==> config.mk <==
export PLATFORM = sky130hd
export DESIGN_NAME = scan_packet_tx
export DESIGN_NICKNAME = d
export VERILOG_FILES = /design/src/rtl/scan_pkt_pkg.sv /design/src/rtl/TxD.sv /design/src/rtl/scan_packet_tx.sv
export SDC_FILE = /design/constraint.sdc
export NUM_CORES = 2
export LEC_CHECK = 0
export CORE_ASPECT_RATIO = 1.1
export CORE_UTILIZATION = 35
export CTS_CLUSTER_DIAMETER = 100
export DETAILED_ROUTE_END_ITERATION = 6
export DONT_BUFFER_PORTS = 1
export PLACE_DENSITY_LB_ADDON = 0.3
export SETUP_SLACK_MARGIN = 0.4
export SYNTH_ARGS = -nofsm -noshare
export SYNTH_HDL_FRONTEND = slang
export SYNTH_SLANG_ARGS = --single-unit
==> constraint.sdc <==
create_clock -name clk -period 2.8 [get_ports clk]
set_input_delay 0 -clock clk [delete_from_list [all_inputs] [get_ports clk]]
set_output_delay 0 -clock clk [all_outputs]
set_load 0.01 [all_outputs]
==> src/rtl/scan_pkt_pkg.sv <==
// Shared constants and FSM state type for the scan-packet link (transmitter and receiver).
// Optional checksum byte is enabled by defining SCAN_TX_CHECKSUM_EN.
package scan_pkt_pkg;

   localparam logic [7:0] HDR0           = 8'h55;
   localparam logic [7:0] HDR1           = 8'hAA;
   localparam int         FRAME_OVERHEAD = 7;

   typedef enum logic [3:0] {
      S_IDLE,
      S_HDR0,
      S_HDR1,
      S_CT,
      S_FSA_L,
      S_FSA_H,
      S_LSA_L,
      S_LSA_H,
      S_SMP_L,
      S_SMP_H,
`ifdef SCAN_TX_CHECKSUM_EN
      S_CS,
`endif
      S_FIN
   } tx_state_e;

endpackage

==> src/rtl/TxD.sv <==
// UART 8N1 byte transmitter: owns the bit timer and shift register.
// o_done is high in the last cycle of the stop bit so a following byte can start with no gap.
module TxD #(
   parameter int CLKS_PER_BIT = 434
) (
   input  logic       clk,
   input  logic       reset,
   input  logic       i_start,
   input  logic [7:0] i_byte,
   output logic       o_busy,
   output logic       o_done,
   output logic       o_serial
);

   localparam int            CW   = (CLKS_PER_BIT > 1) ? $clog2(CLKS_PER_BIT) : 1;
   localparam logic [CW-1:0] LAST = CW'(CLKS_PER_BIT - 1);
   localparam logic [CW-1:0] PRE  = CW'(CLKS_PER_BIT - 2);

   logic          active_r;
   logic [3:0]    bit_idx_r;
   logic [CW-1:0] clk_cnt_r;
   logic [8:0]    shift_r;
   logic          serial_r;
   logic          done_r;
   logic          stop_end_s;

   assign stop_end_s = (bit_idx_r == 4'd9) && (clk_cnt_r == LAST);

   // Bit timing: a new byte is accepted when idle or exactly at the end of the stop bit.
   always_ff @(posedge clk) begin
      if (reset) begin
         active_r  <= 1'b0;
         bit_idx_r <= 4'd0;
         clk_cnt_r <= '0;
         shift_r   <= 9'h1FF;
         serial_r  <= 1'b1;
         done_r    <= 1'b0;
      end else begin
         done_r <= 1'b0;
         if (!active_r || stop_end_s) begin
            bit_idx_r <= 4'd0;
            clk_cnt_r <= '0;
            if (i_start) begin
               active_r <= 1'b1;
               serial_r <= 1'b0;
               shift_r  <= {1'b1, i_byte};
            end else begin
               active_r <= 1'b0;
               serial_r <= 1'b1;
            end
         end else if (clk_cnt_r == LAST) begin
            clk_cnt_r <= '0;
            bit_idx_r <= bit_idx_r + 4'd1;
            serial_r  <= shift_r[0];
            shift_r   <= {1'b1, shift_r[8:1]};
         end else begin
            clk_cnt_r <= clk_cnt_r + CW'(1);
            if ((bit_idx_r == 4'd9) && (clk_cnt_r == PRE)) begin
               done_r <= 1'b1;
            end
         end
      end
   end

   assign o_busy   = active_r;
   assign o_done   = done_r;
   assign o_serial = serial_r;

endmodule

==> src/rtl/scan_packet_tx.sv <==
// Scan-packet framer: buffers 16-bit samples and streams 55 AA CT FSA LSA samples over UART 8N1.
// Defining SCAN_TX_CHECKSUM_EN appends an XOR checksum byte of all preceding frame bytes.
module scan_packet_tx
   import scan_pkt_pkg::*;
#(
   parameter  int CLKS_PER_BIT = 434,
   parameter  int MAX_SAMPLES  = 128,
   localparam int AW           = $clog2(MAX_SAMPLES)
) (
   input  logic          clk,
   input  logic          reset,
   input  logic          wr_en,
   input  logic [AW-1:0] wr_addr,
   input  logic [15:0]   wr_data,
   input  logic          start,
   input  logic [7:0]    ct,
   input  logic [15:0]   fsa,
   input  logic [15:0]   lsa,
   output logic          serial,
   output logic          busy,
   output logic          done,
   output logic          err
);

   tx_state_e     state_r;
   tx_state_e     next_state_s;
   logic          busy_r;
   logic          done_r;
   logic          err_r;
   logic          launch_r;
   logic [AW-1:0] idx_r;
   logic [7:0]    ct_r;
   logic [15:0]   fsa_r;
   logic [15:0]   lsa_r;
   logic [15:0]   rd_data_r;
   logic [15:0]   mem [MAX_SAMPLES];
`ifdef SCAN_TX_CHECKSUM_EN
   logic [7:0]    cs_r;
`endif

   logic          ct_ok_s;
   logic          last_smp_s;
   logic          tx_start_s;
   logic          tx_done_s;
   logic          tx_busy_s;
   logic [7:0]    tx_byte_s;

   assign ct_ok_s    = (ct != 8'd0) && (32'(ct) <= 32'(MAX_SAMPLES));
   assign last_smp_s = (8'(idx_r) == (ct_r - 8'd1));
   // Next byte is handed over in the last stop-bit cycle of the current one, giving zero gap.
   assign tx_start_s = (launch_r & ~tx_busy_s) | (tx_done_s & (state_r != S_FIN));

   // Sample buffer: writable only while idle; read port is registered.
   always_ff @(posedge clk) begin
      if (wr_en && !busy_r) begin
         mem[wr_addr] <= wr_data;
      end
      rd_data_r <= mem[idx_r];
   end

   // Byte presented to the transmitter for the current state.
   always_comb begin
      tx_byte_s = 8'h00;
      case (state_r)
         S_HDR0:  tx_byte_s = HDR0;
         S_HDR1:  tx_byte_s = HDR1;
         S_CT:    tx_byte_s = ct_r;
         S_FSA_L: tx_byte_s = fsa_r[7:0];
         S_FSA_H: tx_byte_s = fsa_r[15:8];
         S_LSA_L: tx_byte_s = lsa_r[7:0];
         S_LSA_H: tx_byte_s = lsa_r[15:8];
         S_SMP_L: tx_byte_s = rd_data_r[7:0];
         S_SMP_H: tx_byte_s = rd_data_r[15:8];
`ifdef SCAN_TX_CHECKSUM_EN
         S_CS:    tx_byte_s = cs_r;
`endif
         default: tx_byte_s = 8'h00;
      endcase
   end

   // State reached once the current byte has been handed to the transmitter.
   always_comb begin
      next_state_s = state_r;
      case (state_r)
         S_HDR0:  next_state_s = S_HDR1;
         S_HDR1:  next_state_s = S_CT;
         S_CT:    next_state_s = S_FSA_L;
         S_FSA_L: next_state_s = S_FSA_H;
         S_FSA_H: next_state_s = S_LSA_L;
         S_LSA_L: next_state_s = S_LSA_H;
         S_LSA_H: next_state_s = S_SMP_L;
         S_SMP_L: next_state_s = S_SMP_H;
`ifdef SCAN_TX_CHECKSUM_EN
         S_SMP_H: next_state_s = last_smp_s ? S_CS : S_SMP_L;
         S_CS:    next_state_s = S_FIN;
`else
         S_SMP_H: next_state_s = last_smp_s ? S_FIN : S_SMP_L;
`endif
         default: next_state_s = state_r;
      endcase
   end

   // Framer FSM, field latches, sample index and status pulses.
   always_ff @(posedge clk) begin
      if (reset) begin
         state_r  <= S_IDLE;
         busy_r   <= 1'b0;
         done_r   <= 1'b0;
         err_r    <= 1'b0;
         launch_r <= 1'b0;
         idx_r    <= '0;
         ct_r     <= 8'd0;
         fsa_r    <= 16'd0;
         lsa_r    <= 16'd0;
`ifdef SCAN_TX_CHECKSUM_EN
         cs_r     <= 8'd0;
`endif
      end else begin
         done_r   <= 1'b0;
         err_r    <= 1'b0;
         launch_r <= 1'b0;
         case (state_r)
            S_IDLE: begin
               if (start) begin
                  if (ct_ok_s) begin
                     state_r  <= S_HDR0;
                     busy_r   <= 1'b1;
                     launch_r <= 1'b1;
                     idx_r    <= '0;
                     ct_r     <= ct;
                     fsa_r    <= fsa;
                     lsa_r    <= lsa;
`ifdef SCAN_TX_CHECKSUM_EN
                     cs_r     <= 8'd0;
`endif
                  end else begin
                     err_r <= 1'b1;
                  end
               end
            end
            S_FIN: begin
               if (tx_done_s) begin
                  state_r <= S_IDLE;
                  busy_r  <= 1'b0;
                  done_r  <= 1'b1;
               end
            end
            default: begin
               if (tx_start_s) begin
                  state_r <= next_state_s;
`ifdef SCAN_TX_CHECKSUM_EN
                  cs_r    <= cs_r ^ tx_byte_s;
`endif
                  if ((state_r == S_SMP_H) && !last_smp_s) begin
                     idx_r <= idx_r + AW'(1);
                  end
               end
            end
         endcase
      end
   end

   TxD #(
      .CLKS_PER_BIT(CLKS_PER_BIT)
   ) u_txd (
      .clk      (clk),
      .reset    (reset),
      .i_start  (tx_start_s),
      .i_byte   (tx_byte_s),
      .o_busy   (tx_busy_s),
      .o_done   (tx_done_s),
      .o_serial (serial)
   );

   assign busy = busy_r;
   assign done = done_r;
   assign err  = err_r;

endmodule

# Word-level counts from Yosys, hierarchy flattened
# Memory sizes are Yosys's and may differ from the RTL's. A register that Yosys moved wholly into a read port is not among the register bits.
# Index checks and enable logic that the tools add are counted.
[word_totals] romBits=0 ramBits=2048 latchBits=0 input_bits=67 mem_count=1 regBits=80
[op_classes] reduce_logical=26 mul=0 bitwise=7 n_eq_ne=19 mux=30 n_div=0 n_addsub=4 shift=0 magnitude_cmp=1
[mem_list] memory="mem" depth=128 width=16 read_ports=1 rd_clocked_by_memory_dff=1 write_ports=1 line_no="scan_packet_tx.sv:36" text="logic [15:0] mem [MAX_SAMPLES];"
[op_table] cell="case mux 8 bit (9 select lines)" count=1
[op_table] cell="case mux 4 bit (9 select lines)" count=1
[op_table] cell="2-to-1 mux 7 bit" count=4
[op_table] cell="2-to-1 mux 9 bit" count=3
[op_table] cell="equality test 9 bit, second input constant" count=2
[op_table] cell="equality test 4 x 3 -> 1 bit, second input constant" count=4
[op_table] cell="equality test 4 bit, second input constant" count=4
[op_table] cell="2-to-1 mux 4 bit" count=4
[op_table] cell="case mux 7 bit (2 select lines)" count=1
[op_table] cell="2-to-1 mux 1 bit" count=13
[op_table] cell="nonzero test 11 bit" count=1
[op_table] cell="AND reduction 5 bit" count=2
[op_table] cell="adder 9 x 1 -> 9 bit, second input constant" count=1
[op_table] cell="equality test 4 x 2 -> 1 bit, second input constant" count=2
[op_table] cell="equality test 7 x 8 -> 1 bit" count=1
[op_table] cell="<= comparator 8 bit, second input constant" count=1
[op_table] cell="case mux 4 bit (2 select lines)" count=1
[op_table] cell="nonzero test 2 bit" count=4
[op_table] cell="nonzero test 8 bit" count=1
[op_table] cell="subtractor 8 x 1 -> 8 bit, second input constant" count=1
[op_table] cell="adder 7 x 1 -> 7 bit, second input constant" count=1
[op_table] cell="!= test 2 bit, second input constant" count=3
[op_table] cell="OR reduction 3 bit" count=2
[op_table] cell="logical AND 1 bit" count=5
[op_table] cell="other kinds (17)" count=24

# Depth between registers and ports, before layout
[logic_depth] word_depth=7 mapped_depth=11

# Cells and area by module
# A second synthesis with hierarchy kept.
[hier_totals] cells_unflattened=4261 area_unflattened_um2=83816.6
[modules_own_cells] module="scan_packet_tx" seq_area_each_um2=62920.3 cells_per_inst=4106 area_per_inst_um2=82552.9 n_inst=1
[modules_own_cells] module="TxD" seq_area_each_um2=480.5 cells_per_inst=155 area_per_inst_um2=1263.7 n_inst=1

# Worst setup path before layout
# No wires, ideal clock.
[synth_timing] kind="input to register" from="input wr_addr[2]" to="memory mem[108][0], enable pin" t_arrival_ns=2.224 cell_stages=6 setup_time_ns=0.388 path_slack_ns=0.188 t_required_ns=2.412 path_cell_list="clkbuf_1 or3b_2 or3b_2 clkbuf_1 clkbuf_1 nor2_1"
[synth_rtl] item="start: declaration" line_no="scan_packet_tx.sv:13" text="input logic [AW-1:0] wr_addr,"
[synth_rtl] item="end: declaration" line_no="scan_packet_tx.sv:36"
# Straight into the memory's write port.

==> impl_metrics.py <==
metrics = {
    "sta": {
        "worstMarginPinSlew_ns": 1.06,
        "setup_viol": 0,
        "timing.slew.headroom": 0.291,
        "rsz0062_at_grt": "yes",
        "fmax_mhz": 365,
        "period_needed_ns": 2.74,
        "finalMaxSlewViolations": 0,
        "post-route-period-util": 0.979,
        "clock_skew_ns": 0.0374,
        "hold_violations": 0,
    },
    "drt": {
        "routed_via_density": 5.44,
        "routedWlPerCell_um": 29.3,
        "vias": 42412,
        "dr_wl_met2_um": 112000,
        "ant_nets": 0,
        "finalWirelength_um": 229000,
        "drc": 0,
        "drtIter0Drc": 4618,
        "route.met3.wl_um": 15800,
        "top_layer": "met5",
        "wl_met1_um": 94700,
        "first_pass_iters": 6,
    },
    "setup_path": {
        "crit_chain": "buf_12 -> buf_16 -> buf_12 -> buf_12 -> mux4_2 -> mux4_2 -> mux2i_4 -> nor2_2 -> a21oi_2 -> buf_4 -> o221ai_2",
        "worstPathArrival_ns": 3.48,
        "slowest_delay_ns": 0.52,
        "required_ns": 3.54,
        "worst_setup_path_end_kind": "register",
        "start_kind": "register",
        "path_class": "reg -> reg",
        "crit_top_cell": "buf_12",
        "worst_path_max_delay_cell": "mux4_2",
        "critPathMaxFanout": 6,
    },
    "clock_network": {
        "htree_levels": 4,
        "cts_max_path_buffers": 3,
        "cts_tree": "built",
        "clk_latency_ns": 0.87,
        "numCtsBuffers": 212,
        "clkTransAtPathRegs_ns": 0.07,
        "clock-root-buffer": "clkbuf_16",
        "cts.sinks": 2143,
    },
    "cells_and_area": {
        "syn2layout_area_growth_pct": 20.7,
        "finalNonFillerCells": 7793,
        "drive_gt1_frac": 0.327,
        "final_nets": 4551,
        "final_util": 0.425,
        "final_area_um2": 100000,
    },
    "power": {
        "p_clk_frac": 0.433,
        "p_total_mw": 64.6,
        "power.switching_mw": 13.2,
        "p_int_mw": 51.4,
        "combPwrFrac": 0.021,
        "powerDensity_nw_per_um2": 644,
        "switching_share": 0.205,
        "cellLeakagePower_nw": 30.9,
        "vdd_ir_drop_max_v": 0.000638,
        "share_seq_of_total_power": 0.546,
    },
    "logic_synthesis": {
        "yosys_register_bits": 2143,
        "yosysUniqueCellTypes": 71,
        "synth.top_cell.area_share": 0.740,
        "syn_area_per_cell_um2": 21.4,
        "synth-seq-area-share": 0.763,
        "syn-cell-area_um2": 83100,
        "synth_area_leader_cell": "edfxtp_1",
        "synth_area_leaders": "edfxtp_1 74%, mux4_2 15%, dfxtp_1 2.3%",
        "syn_inst": 3875,
        "synthTopCellsByCount": "2048 x edfxtp_1, 571 x mux4_2, 189 x nor2_1",
        "synth-edff-count": 2048,
        "ys.flop_type": "edfxtp_1",
        "yosysMostFrequentCell": "edfxtp_1",
        "synthArstFlopShare": 0,
        "syn-num-nets": 3949,
        "yosys_warnings": 0,
    },
    "placed_design": {
        "dp_hpwl_um": 134000,
        "port_buffers": 0,
        "globalplace.congestion": 0.833,
        "place_area_um2": 90500,
        "place_inst": 7205,
    },
    "die": {
        "design.die.area_um2": 239000,
        "die_w_um": 467,
        "num_rows": 187,
        "die_h_um": 513,
        "coreArea_um2": 236000,
        "start_util": 0.352,
        "num_io_pins": 71,
    },
    "min_path": {
        "hold_class": "in -> reg",
    },
    "global_routing": {
        "grt_util_all_layers": 0.191,
        "grt_max_degree": 129,
        "grt_antenna_before_repair": 13,
        "grt_pass1_vias": 42785,
        "grt_pass1_wl_um": 325000,
        "gr-total-overflow": 0,
    },
    "outcome": {
        "outcome": "finished, final reports clean",
    },
    "flow_run": {
        "drv_cap": 0,
    },
}
[registers in the layout (all words and copies together) (netlist names), 4 cells and up]
name             cells
ct_r                 8
fsa_r               16
idx_r                7
lsa_r               16
mem               2048
rd_data_r           16
state_r              4
u_txd.bit_idx_r      4
u_txd.clk_cnt_r      9
u_txd.shift_r        8
[path summary, 6_finish.rpt]
kind / slack, ns / from / to / depth (start not counted)
min reg2reg: 0.46 / lsa_r[11] / lsa_r[11] / 2
max reg2reg: 0.06 / idx_r[0] / rd_data_r[3] / 11
min: 0.08 / wr_addr[3] / mem[10][1] / 4
max: 0.06 / idx_r[0] / rd_data_r[3] / 11
[what timing repair did]
item | in CTS | in global routing
buffers inserted | 30 | 6
resized for setup | 119 | 33
setup endpoints to repair | 112 | 168
gates cloned | 11 | 1
pin swaps | 22 | 20
hold buffers | 128 | 0
endpoints found under the hold margin | 4026 | 0
[cell families after synthesis]
kind of cell / count (synthesis) / synth area share
compound gates: 303 / 0.0242
fa+ha+maj: 7 / 0.00105
simple gates: 509 / 0.0278
buf+inv: 231 / 0.0159
flops: 2143 / 0.763
mux: 663 / 0.166
xor+xnor: 19 / 0.00200
[cell usage in the layout, fill, tap and decap left out, drive strengths merged, types with 8 or more instances in the layout]
cell | synthesis | routed
a211oi | 26 | 26
a21oi | 91 | 91
a22oi | 50 | 50
a31oi | 9 | 9
a32oi | 8 | 8
buf | 129 | 487
bufinv | 0 | 18
clkbuf | 89 | 263
clkinv | 1 | 110
dfxtp | 95 | 95
diode | 0 | 13
dlygate4sd3 | 0 | 111
edfxtp | 2048 | 2048
inv | 12 | 19
mux2i | 85 | 85
mux4 | 571 | 571
nand2 | 175 | 175
nand2b | 10 | 10
nand3 | 34 | 34
nand3b | 8 | 8
nand4 | 11 | 11
nor2 | 190 | 190
nor2b | 27 | 27
nor3 | 9 | 9
o211ai | 8 | 8
o21ai | 29 | 29
o221ai | 18 | 18
o22ai | 27 | 27
o31ai | 8 | 8
or3b | 8 | 8
xnor2 | 11 | 11
xor2 | 8 | 8
[critical path, delay by kind of cell (launching register included)]
family,cells,cell delay (ns)
AO/OA/AOI/OAI,2,0.21
buffers and inverters,5,0.71
flip-flops,1,0.38
multiplexers,3,1.23
AND/OR/NAND/NOR,1,0.08
[per-layer routing]
metal,vias to the layer above,track usage
li1,17463,-
met2,1548,0.310
met1,23034,0.259
met4,6,0.0556
met5,-,0
met3,361,0.0364
[power by group through the flow]
stage	Sequential, mW	Clock (mW)	Combinational, mW
after floorplan	35.9	0	0.347
after global placement	35.9	0	0.526
after detailed placement	35.9	0	0.535
after CTS	35.3	28.5	1.34
after global routing	35.3	29.7	1.43
final	35.3	28.0	1.33
[stage by stage]
stage | hold WS, ns | TNS (ns) | setup slack, ns
2_1_floorplan | 0.0989 | 0 | 0.188
3_3_place_gp | 0.0745 | -1.40 | -0.428
3_5_place_dp | 0.0694 | -1.35 | -0.330
4_1_cts | 0.0124 | 0 | 0.0832
5_1_grt | 0.0588 | 0 | 0.0207
6_report | 0.0842 | 0 | 0.0589
[final cells by class]
class	instances	area [µm²]
Sequential cell	2143	63400
Inverter	13	53.8
Antenna cell	13	32.5
Multi-Input combinational cell	1501	18900
Timing Repair Buffer	606	7180
Clock inverter	137	1250
Fill cell	20190	136000
Clock buffer	262	5560
Tap cell	3118	3900
Note: power is estimated with default switching activity, not from simulation.
